`config.mk`:
```
export PLATFORM = sky130hd
export DESIGN_NAME = unit_prop_scheduler
export DESIGN_NICKNAME = d
export VERILOG_FILES = /design/src/rtl/unit_prop_scheduler.sv
export SDC_FILE = /design/constraint.sdc
export NUM_CORES = 1
export LEC_CHECK = 0
export CAP_MARGIN = 30
export CORE_ASPECT_RATIO = 0.9
export CORE_UTILIZATION = 48
export CTS_CLUSTER_SIZE = 28
export DETAILED_ROUTE_END_ITERATION = 10
export PLACE_DENSITY = 0.84
export SYNTH_ARGS = -nofsm -noshare
export SYNTH_HDL_FRONTEND = slang
export SYNTH_SLANG_ARGS = --single-unit
```
`constraint.sdc`:
```
create_clock -name clk -period 3.7 [get_ports clk]
set_clock_uncertainty 0.1 [all_clocks]
set_input_delay 0.37 -clock clk [delete_from_list [all_inputs] [get_ports clk]]
set_output_delay 0.37 -clock clk [all_outputs]
set_load 0.03 [all_outputs]
```
`src/rtl/unit_prop_scheduler.sv`:
```
// Unit-propagation scheduler: issues pending unit variables lowest-index first, merges new units, aborts on conflict.
// Latency: start -> first issue_valid 2 cycles; accept -> next issue_valid 2 cycles; empty run start -> done 2 cycles.
// Backpressure: issue_valid/issue_var held stable until issue_ready; nothing is cleared from pending before acceptance.
module unit_prop_scheduler #(
  parameter int W    = 8,
  parameter int IDXW = $clog2(W)
) (
  input  logic            clk,
  input  logic            rst_n,
  input  logic            load_en,
  input  logic [W-1:0]    load_vec,
  input  logic            start,
  input  logic            add_en,
  input  logic [W-1:0]    add_vec,
  input  logic            conflict,
  output logic            issue_valid,
  output logic [IDXW-1:0] issue_var,
  input  logic            issue_ready,
  output logic            busy,
  output logic            done,
  output logic            aborted,
  output logic [W-1:0]    pending,
  output logic [IDXW:0]   issued_cnt
);

  typedef enum logic [1:0] {IDLE, SCAN, ISSUE, DONE} state_t;

  state_t          state_q, state_d;
  logic [W-1:0]    pending_q, pending_d;
  logic [IDXW-1:0] var_q, var_d;
  logic [IDXW:0]   cnt_q, cnt_d;
  logic            aborted_q, aborted_d;
  logic [IDXW-1:0] low_idx;
  logic            run_st;
  logic            accept;

  assign run_st = (state_q == SCAN) || (state_q == ISSUE);
  assign accept = (state_q == ISSUE) && issue_ready;

  // Pending bitmap next value: load (idle only), clear-on-accept, then merge adds; conflict wipes everything.
  always_comb begin
    pending_d = pending_q;
    if (!run_st && load_en) begin
      pending_d = load_vec;
    end
    if (accept && !conflict) begin
      pending_d[var_q] = 1'b0;
    end
    if (add_en) begin
      pending_d = pending_d | add_vec;
    end
    if (run_st && conflict) begin
      pending_d = '0;
    end
  end

  // Priority encoder: lowest set index of the updated bitmap, so same-cycle adds are visible to SCAN.
  always_comb begin
    low_idx = '0;
    for (int i = W - 1; i >= 0; i--) begin
      if (pending_d[i]) begin
        low_idx = IDXW'(i);
      end
    end
  end

  // Next-state and run bookkeeping (issued count, abort flag, latched issue variable).
  always_comb begin
    state_d   = state_q;
    var_d     = var_q;
    cnt_d     = cnt_q;
    aborted_d = aborted_q;
    unique case (state_q)
      IDLE: begin
        if (start) begin
          state_d   = SCAN;
          cnt_d     = '0;
          aborted_d = 1'b0;
        end
      end
      SCAN: begin
        if (conflict) begin
          state_d   = DONE;
          aborted_d = 1'b1;
        end else if (pending_d == '0) begin
          state_d = DONE;
        end else begin
          var_d   = low_idx;
          state_d = ISSUE;
        end
      end
      ISSUE: begin
        if (conflict) begin
          state_d   = DONE;
          aborted_d = 1'b1;
        end else if (issue_ready) begin
          cnt_d   = (cnt_q == '1) ? cnt_q : cnt_q + (IDXW+1)'(1);
          state_d = SCAN;
        end
      end
      DONE: begin
        state_d = IDLE;
      end
      default: begin
        state_d = IDLE;
      end
    endcase
  end

  // State registers with asynchronous clear.
  always_ff @(posedge clk or negedge rst_n) begin
    if (!rst_n) begin
      state_q   <= IDLE;
      pending_q <= '0;
      var_q     <= '0;
      cnt_q     <= '0;
      aborted_q <= 1'b0;
    end else begin
      state_q   <= state_d;
      pending_q <= pending_d;
      var_q     <= var_d;
      cnt_q     <= cnt_d;
      aborted_q <= aborted_d;
    end
  end

  assign issue_valid = (state_q == ISSUE);
  assign issue_var   = var_q;
  assign busy        = run_st;
  assign done        = (state_q == DONE);
  assign aborted     = aborted_q;
  assign pending     = pending_q;
  assign issued_cnt  = cnt_q;

endmodule

```
Word-level counts from Yosys, hierarchy flattened

Index checks and enable logic that the tools add are counted.

Bitwise operators: 5
Reduce and logical (&&, ||, !) cells: 17
Mux-type cells: 28
Order comparisons: 2
Add/sub/neg operators: 1
Eq/ne operators: 10

Operator list:

| kind                                                 | count |
|---|---|
| two-way mux 8 bit                                    | 4 |
| two-way mux 3 bit                                    | 8 |
| two-way mux 4 bit                                    | 4 |
| bitwise AND 8 bit                                    | 1 |
| logical NOT 8 bit                                    | 1 |
| NOT 8 bit                                            | 1 |
| bitwise OR 8 bit                                     | 1 |
| case mux 2 bit (4 select lines)                      | 1 |
| case mux 4 bit (2 select lines)                      | 1 |
| two-way mux 2 bit                                    | 3 |
| != test 2 bit (second input constant)                | 3 |
| AND reduction 3 bit                                  | 2 |
| logical AND 1 bit                                    | 5 |
| two-way mux 1 bit                                    | 5 |
| AND reduction 5 bit                                  | 1 |
| adder 4 x 1 -> 4 bit (second input constant)         | 1 |
| equality test 2 bit (second input constant)          | 2 |
| equality test 4 bit (second input constant)          | 1 |
| < comparator 3 x 4 -> 1 bit (second input constant)  | 1 |
| != test 2 x 1 -> 1 bit (second input constant)       | 2 |
| nonzero test 2 bit                                   | 2 |
| demux 1 bit (select 3 bit)                           | 1 |
| >= comparator 3 x 1 -> 1 bit (second input constant) | 1 |
| != test 3 x 2 -> 1 bit (second input constant)       | 1 |
| other kinds (8)                                      | 10 |

Register bits after elaboration: 18
Logic and storage cells: 68
Bits of input ports: 23
Output and inout bits: 19

Logic depth before layout (Yosys ltp)

Gate-level depths: netlist of run 1.

Depth in word-level cells: 18
Depth in mapped cells: 9
Depth with buffers taken out: 8

Worst setup path after synthesis of run 1

OpenSTA, ideal clock, no wires.

Path kind: reg2reg
From: reg state_q[0]
To: reg var_q[2] (netlist: issue_var[2])
Required time: 3.481 ns
Cell stages (with the launch flop): 10
Arrival: 2.342 ns
Setup time: 0.119 ns
Slack: 1.139 ns
Cells stage by stage: dfrtp_1 > inv_1 > ha_1 > buf_2 > or3b_1 > o221ai_1 > a41oi_1 > nor4_4 > nor2_1 > o21a_1

Word-level cells in the longest chain between the ends: 18
Elaborated cells on any way between the ends: 25

RTL lines:

| element                                                                    | RTL line | RTL |
|---|---|---|
| start: declaration                                                         | 28       | `state_t state_q, state_d;` |
| start signal: assignment                                                   | 119      | `state_q <= state_d;` |
| equality test 2 x 1 -> 1 bit / equality test 2 bit (equally long branches) | 37       | `assign run_st = (state_q == SCAN) \|\| (state_q == ISSUE);` |
| logical OR 1 bit (*)                                                       | 37       |  |
| via busy                                                                   | 19       | `output logic busy,` |
| logical NOT 1 bit                                                          | 43       | `if (!run_st && load_en) begin` |
| logical AND 1 bit                                                          | 43       |  |
| two-way mux 8 bit                                                          | 43       |  |
| bitwise AND 8 bit (no source line)                                         | -        |  |
| two-way mux 8 bit                                                          | 46       | `if (accept && !conflict) begin` |
| bitwise OR 8 bit                                                           | 50       | `pending_d = pending_d \| add_vec;` |
| two-way mux 8 bit                                                          | 49       | `if (add_en) begin` |
| two-way mux 8 bit (*)                                                      | 52       | `if (run_st && conflict) begin` |
| two-way mux 3 bit (8 in series)                                            | 61       | `if (pending_d[i]) begin` |
| end signal: assignment                                                     | 121      | `var_q <= var_d;` |
| end: declaration                                                           | 30       | `logic [IDXW-1:0] var_q, var_d;` |

Mark *: on every way through the listed nets, which the timed path passes. The rest lies on a longest branch.
A chain may end at the register's enable or synchronous reset.

Worst setup path after layout of run 1

From: reg state_q[0]
To: reg var_q[0] (netlist: issue_var[0])

Word-level cells in the longest chain between the ends: 18
Elaborated cells on any way between the ends: 25

RTL lines:

| element                                                                    | RTL line |
|---|---|
| equality test 2 x 1 -> 1 bit / equality test 2 bit (equally long branches) | 37, 73, 38 |
| logical OR 1 bit                                                           | 37 |
| logical NOT 1 bit                                                          | 43 |
| logical AND 1 bit                                                          | 43 |
| two-way mux 8 bit                                                          | 43 |
| bitwise AND 8 bit (no source line)                                         | - |
| two-way mux 8 bit                                                          | 46 |
| bitwise OR 8 bit                                                           | 50 |
| two-way mux 8 bit                                                          | 49 |
| two-way mux 8 bit                                                          | 52 |
| two-way mux 3 bit (8 in series)                                            | 61 |

Several ways; a longest one is shown, not always the timed one.

==> flow_summary.toml, run 1 <==
[run_status]
status = "finished clean"

[logic_synthesis]
synth_area_mm2 = 0.00121
async_flop_share_pct = 100
synth_edf_count = 0
postSynthCellCount = 128
synth-seq-area-share_pct = 37.3
synthDistinctLibCells = 34
syn-num-nets = 157
yosysWarningCount = 0
ys_ff_latch = 18
synth_top_area_share_pct = 37.3
yosys-top-cells-area = "dfrtp_1 (37%), or3b_1 (6.5%), ha_1 (6.2%), a21oi_1 (5.0%), o221ai_2 (5.0%)"
synth.most_common_cell = "dfrtp_1"
synthTopCellsByCount = "dfrtp_1 (18), nand2_1 (15), a21oi_1 (12), or3b_1 (9), o21ai_0 (8)"
synth-main-ff-cell = "dfrtp_1"
avgSynthCellArea_um2 = 9.42
yosysTopAreaCell = "dfrtp_1"

[routing]
wl_mm = 3.43
drtIter0Drc = 62
drc_errors = 0
via_per_inst = 6.12
ant_nets = 0
via_count = 1182
drt_first_pass_iters = 4
wl_per_cell_um = 17.7

[global_route]
grt_pass1_wl_mm = 5.71
grt_pass1_vias = 1157
antenna_found_initial = 0
track_usage_pct = 29.5
gr-total-overflow = 0
grt_start_max_net_pins = 19

[clocking]
cts-buffers-inserted = 3
postCtsSetupBuffers = 0
cts_root_buffer = "clkbuf_4"
cts_tree = "built"
hold_buffers = 0
clk_pin_slew_ns = 0.11
clock_path_buffers = 2
cts_resized = 0
clk-insertion-delay-late_ns = 0.29
cts.htree.levels = 1
clock-sinks = 18

[place]
numPortBuffers = 41
gp_congestion = 0.976
post-place-ws_ns = 0.768
dp_hpwl_mm = 2.63

[timing]
rsz0062_at_grt = "false"
drv_slew = 0
hold_viol_final = 0
fmax_mhz = 344
tns_ns = 0
worst_pin_slew_ns = 0.830
post-route-period-util_pct = 78.6
layout_min_cycle_time_ns = 2.91
timing.final.ws_setup_ns = 0.792
final-setup-viol-count = 0
relSlewSlack_pct = 44.5

[floorplanning]
die_h_um = 49.6
die_w_um = 54.8
core_mm2 = 0.00228
num_rows = 16
dieArea_mm2 = 0.00272
start_util_pct = 52.9
ios = 42

[setup_path]
critical_path_class = "flop to flop"
r2r_cells = 7
cp_cell_sequence = "inv_1 > ha_1 > nor2b_1 > o221ai_1 > a41oi_1 > nor4_4 > o41ai_1"
critical_path_peak_fanout = 12
critPathCaptureType = "flop"
critPathArrivalTime_ns = 3.00
slowest_delay_ns = 0.59
cp.required_ns = 3.79
startpoint_type = "flop"
worst_path_max_delay_cell = "nor2b_1"
r2r-end = "issue_var[0]$_DFFE_PN0P_"
r2r_start = "state_q[0]$_DFFE_PN0P_"
ff2ff_setup_slack_ns = 0.79

[layout]
finalNetCount = 197
diodes = 0
syn2layout_area_growth_pct = 35.9
utilization_pct = 71.8
drive_above_1_share_pct = 7.23

[power_and_ir_drop]
p_leak_nw = 0.656
p_per_area_mw_per_mm2 = 930
ir_drop_uv = 649

[worst_hold_path]
hold_class = "primary input to asynchronous set/reset pin"

[job]
cap_viol_max_count = 0
-- worst max path at each step --
stage                      startpoint                       end
3_5_place_dp                  load_en  issue_var[0]$_DFFE_PN0P_
4_1_cts        state_q[0]$_DFFE_PN0P_  issue_var[0]$_DFFE_PN0P_
5_1_grt        state_q[0]$_DFFE_PN0P_  issue_var[0]$_DFFE_PN0P_
2_1_floorplan  state_q[0]$_DFFE_PN0P_  issue_var[2]$_DFFE_PN0P_
3_3_place_gp                  load_en  issue_var[0]$_DFFE_PN0P_
6_report       state_q[0]$_DFFE_PN0P_  issue_var[0]$_DFFE_PN0P_
-- layout by cell type (no fill, tap or decap) --
cell / synthesis / final
a22oi_1: 1 / 1
o221ai_2: 4 / 4
nand3_1: 4 / 4
nor4_4: 1 / 1
clkbuf_4: 0 / 3
nor4_1: 1 / 1
nand2_1: 15 / 15
a31o_2: 1 / 1
inv_1: 6 / 6
a21oi_1: 12 / 12
a211o_1: 1 / 1
o21a_1: 1 / 1
o21ai_0: 8 / 8
or3b_1: 9 / 9
a41oi_1: 3 / 3
o41ai_1: 1 / 1
clkdlybuf4s50_1: 0 / 41
a41oi_2: 1 / 1
a221oi_1: 1 / 1
a211oi_2: 1 / 1
ha_1: 6 / 6
a21o_1: 2 / 2
nand3b_1: 4 / 4
nor2b_1: 4 / 4
a22o_1: 1 / 1
nor3_1: 2 / 2
dfrtp_1: 18 / 18
nor2_1: 6 / 6
and2_1: 1 / 1
o221ai_1: 4 / 4
nand2b_1: 1 / 1
and3_1: 1 / 1
or3b_4: 1 / 1
-- layer usage --
| layer | track usage, % | up-vias | part of all wire (%) |
|---|---|---|---|
| met1 | 42.9 | 557 | 46 |
| met4 | 8.12 | 0 | 0.91 |
| met5 | 0 | - | 0 |
| met2 | 42.6 | 64 | 44 |
| met3 | 7.10 | 4 | 9.3 |
| li1 | - | 557 | - |
-- state kept, by name (all words and copies together) (netlist names) --
| register | flops |
|---|---|
| pending | 8 |
| aborted | 1 |
| state_q | 2 |
| issued_cnt | 4 |
| issue_var | 3 |
-- layout make-up --
type | count | area (um2)
Multi-Input combinational cell | 98 | 699
Tap cell | 27 | 33.8
Clock buffer | 3 | 22.5
Fill cell | 187 | 643
Timing Repair Buffer | 41 | 410
Inverter | 6 | 22.5
Sequential cell | 18 | 450
-- through the flow --
step,hold slack [ns],power (mW),std cells,instance area [um2]
2_1_floorplan,-0.0256,1.07,128,1210
3_3_place_gp,0.410,1.39,190,1620
3_5_place_dp,0.431,1.41,190,1620
4_1_cts,0.452,1.52,193,1640
5_1_grt,0.472,1.64,193,1640
6_report,0.444,1.52,193,1640
-- kinds of logic after synthesis --
group | after synthesis | synth area share, %
flip-flops | 18 | 37.3
AO/OA/AOI/OAI | 42 | 26.9
buffers and inverters | 12 | 4.67
adder cells (fa/ha/maj) | 6 | 6.22
AND/OR/NAND/NOR | 50 | 24.9
-- worst max-delay path: cells and delay by family, from the launching register on --
| family | cells | cell delay [ns] |
|---|---|---|
| flip-flops | 1 | 0.41 |
| AO/OA/AOI/OAI | 3 | 1.04 |
| AND/OR/NAND/NOR | 2 | 0.70 |
| buffers and inverters | 1 | 0.12 |
| adder cells (fa/ha/maj) | 1 | 0.44 |
-- report_power, final --
group          switching, mW  internal (mW)  leakage [nW]
Combinational          0.636          0.415         0.423
Sequential            0.0852          0.287         0.220
Clock                 0.0626         0.0379        0.0138
Note: power is estimated with default switching activity, not from simulation.
==> run 2: changes to the inputs <==
--- a/config.mk
+++ b/config.mk
@@ -7,10 +7,10 @@
 export LEC_CHECK = 0
 export CAP_MARGIN = 30
 export CORE_ASPECT_RATIO = 0.9
-export CORE_UTILIZATION = 48
+export CORE_UTILIZATION = 40
 export CTS_CLUSTER_SIZE = 28
 export DETAILED_ROUTE_END_ITERATION = 10
-export PLACE_DENSITY = 0.84
+export PLACE_DENSITY = 0.75
 export SYNTH_ARGS = -nofsm -noshare
 export SYNTH_HDL_FRONTEND = slang
 export SYNTH_SLANG_ARGS = --single-unit
==> constraint.sdc (replaced) <==
create_clock -name clk -period 2.3 [get_ports clk]
set_clock_uncertainty 0.1 [all_clocks]
set_input_delay 0.23 -clock clk [delete_from_list [all_inputs] [get_ports clk]]
set_output_delay 0.23 -clock clk [all_outputs]
set_load 0.03 [all_outputs]
==> flow_summary.toml, run 2 (synthesized netlist as in run 1, its figures left out) <==
[run_status]
status = "complete, but fails checks"
violations = "negative setup slack"

[global_route]
grt_pass1_wl_mm = 5.48
antenna_found_initial = 0
track_usage_pct = 23.3
gr-total-overflow = 0
grt_start_max_net_pins = 19
grt_pass1_vias = 1158

[floorplanning]
core_mm2 = 0.00282
die_w_um = 59.9
num_rows = 18
ios = 42
die_h_um = 54.1
start_util_pct = 42.8
dieArea_mm2 = 0.00324

[place]
post-place-ws_ns = -0.238
numPortBuffers = 41
place_area_mm2 = 0.00179
dp_hpwl_mm = 2.69
gp_congestion = 0.970
dp_cells = 217

[layout]
drive_above_1_share_pct = 25.8
multi_input_area_um2 = 823
regArea_um2 = 450
finalNetCount = 216
diodes = 0
layout_commonest_cell = "clkdlybuf4s50_1"
largest_register_ffs = 8
utilization_pct = 69.4
layoutNonFillerInstCount = 226
final_cell_mix = "clkdlybuf4s50_1 (40), dfrtp_1 (18), buf_4 (16), nand2_1 (15), a21oi_1 (12)"
syn2layout_area_growth_pct = 61.9
final_area_mm2 = 0.00195
nFillCells = 221

[timing]
hold_slack_ns = 0.152
tns_ns = -0.0604
hold_viol_final = 0
post-route-period-util_pct = 102
rsz0062_at_grt = "true"
worst_pin_slew_ns = 0.368
timing.final.ws_setup_ns = -0.0348
drv_slew = 0
relSlewSlack_pct = 75.4
final-setup-viol-count = 3
layout_min_cycle_time_ns = 2.33
fmax_mhz = 428

[power_and_ir_drop]
p_per_area_mw_per_mm2 = 1550
p_leak_nw = 0.784
ir_drop_uv = 855
total_power_mw = 3.03

[routing]
wl_mm = 3.56
via_per_inst = 5.55
drt_first_pass_iters = 4
drtIter0Drc = 47
drc_errors = 0
ant_nets = 0
wl_per_cell_um = 15.7
via_count = 1255

[clocking]
clock-sinks = 18
clk_pin_slew_ns = 0.12
cts_tree = "built"
clk-insertion-delay-late_ns = 0.30
cts.htree.levels = 1
cts_root_buffer = "clkbuf_4"
clock_path_buffers = 2
cts-buffers-inserted = 3

[setup_path]
critical_path_class = "flop to flop"
startpoint_type = "flop"
path_delay_family = "simple AND/OR/NAND/NOR gates"
crit_buf_inv = 2
critical_path_peak_fanout = 9
slowest_delay_ns = 0.41
worst_path_max_delay_cell = "dfrtp_1"
cp_cell_sequence = "inv_2 > ha_4 > buf_8 > or3b_4 > o221ai_2 > a41oi_2 > nor4_4 > nor2_1 > o21a_1"
cp.required_ns = 2.40
critPathArrivalTime_ns = 2.44
critPathCaptureType = "flop"

[job]
cap_viol_max_count = 0

[worst_hold_path]
hold_class = "primary input to asynchronous set/reset pin"
## run 2: cell count changes in the layout (fill, tap and decap cells not counted), moves of 3 or more
| cell | previous run | this run |
|---|---|---|
| a41oi_1 | 3 | 0 |
| or3b_1 | 9 | 5 |
| or3b_4 | 1 | 5 |
| buf_4 | 0 | 16 |
| o221ai_1 | 4 | 0 |
## run 2: final cells by class
| cell class | instances | share of cell area [%] |
|---|---|---|
| Inverter | 6 | 1.15 |
| Tap cell | 40 | 2.56 |
| Sequential cell | 18 | 23.1 |
| Clock buffer | 4 | 1.86 |
| Multi-Input combinational cell | 98 | 42.2 |
| Timing Repair Buffer | 60 | 29.2 |
## run 2: worst reg2reg max path: cells and delay by family (launching register included)
kind                       cells  cell delay [ns]
and+or+nand+nor                3             0.82
AOI/OAI and AO/OA              3             0.45
DFF                            1             0.41
buffers and inverters          2             0.23
adders and majority gates      1             0.22
## run 2: report_power, final
part / internal [mW] / total (mW) / leakage (nW) / switching [mW]
Clock: 0.0964 / 0.206 / 0.0210 / 0.109
Sequential: 0.462 / 0.597 / 0.220 / 0.135
Combinational: 1.03 / 2.23 / 0.543 / 1.20
## run 2: routing by layer
layer / vias to the layer above / GRT usage (%) / wire [um]
met5: - / 0 / 0
met3: 7 / 3.37 / 188
met4: 0 / 8.14 / 41
met1: 608 / 32.7 / 1670
li1: 602 / - / -
met2: 38 / 36.7 / 1650
## run 2: final timing paths
path	startpoint	to	slack [ns]	cells after the start
worst max-delay path	state_q[0]$_DFFE_PN0P_	issue_var[2]$_DFFE_PN0P_	-0.03	9
worst min-delay path	rst_n	pending[6]$_DFF_PN0_	0.15	2
worst max register to register	state_q[0]$_DFFE_PN0P_	issue_var[2]$_DFFE_PN0P_	-0.03	9
worst min register to register	aborted$_DFFE_PN0P_	aborted$_DFFE_PN0P_	0.44	2
max in group asynchronous	rst_n	state_q[1]$_DFFE_PN0P_	1.75	2
min in group clk	aborted$_DFFE_PN0P_	aborted$_DFFE_PN0P_	0.44	2
## run 2: timing repair
| item | CTS | global route |
|---|---|---|
| hold buffers | 0 | 0 |
| gates cloned | 0 | 0 |
| setup buffers | 3 | 2 |
| pin swaps | 7 | 6 |
| endpoints found under the setup margin | 4 | 5 |
| gates resized for setup | 8 | 9 |
==> run 3: changes to the inputs <==
--- a/config.mk
+++ b/config.mk
@@ -10,6 +10,7 @@
 export CORE_UTILIZATION = 40
 export CTS_CLUSTER_SIZE = 28
 export DETAILED_ROUTE_END_ITERATION = 10
+export GPL_ROUTABILITY_DRIVEN = 0
 export PLACE_DENSITY = 0.75
 export SYNTH_ARGS = -nofsm -noshare
 export SYNTH_HDL_FRONTEND = slang
==> results of run 3 <==
No change in the layout: final DEF, timing and power equal those of run 2.
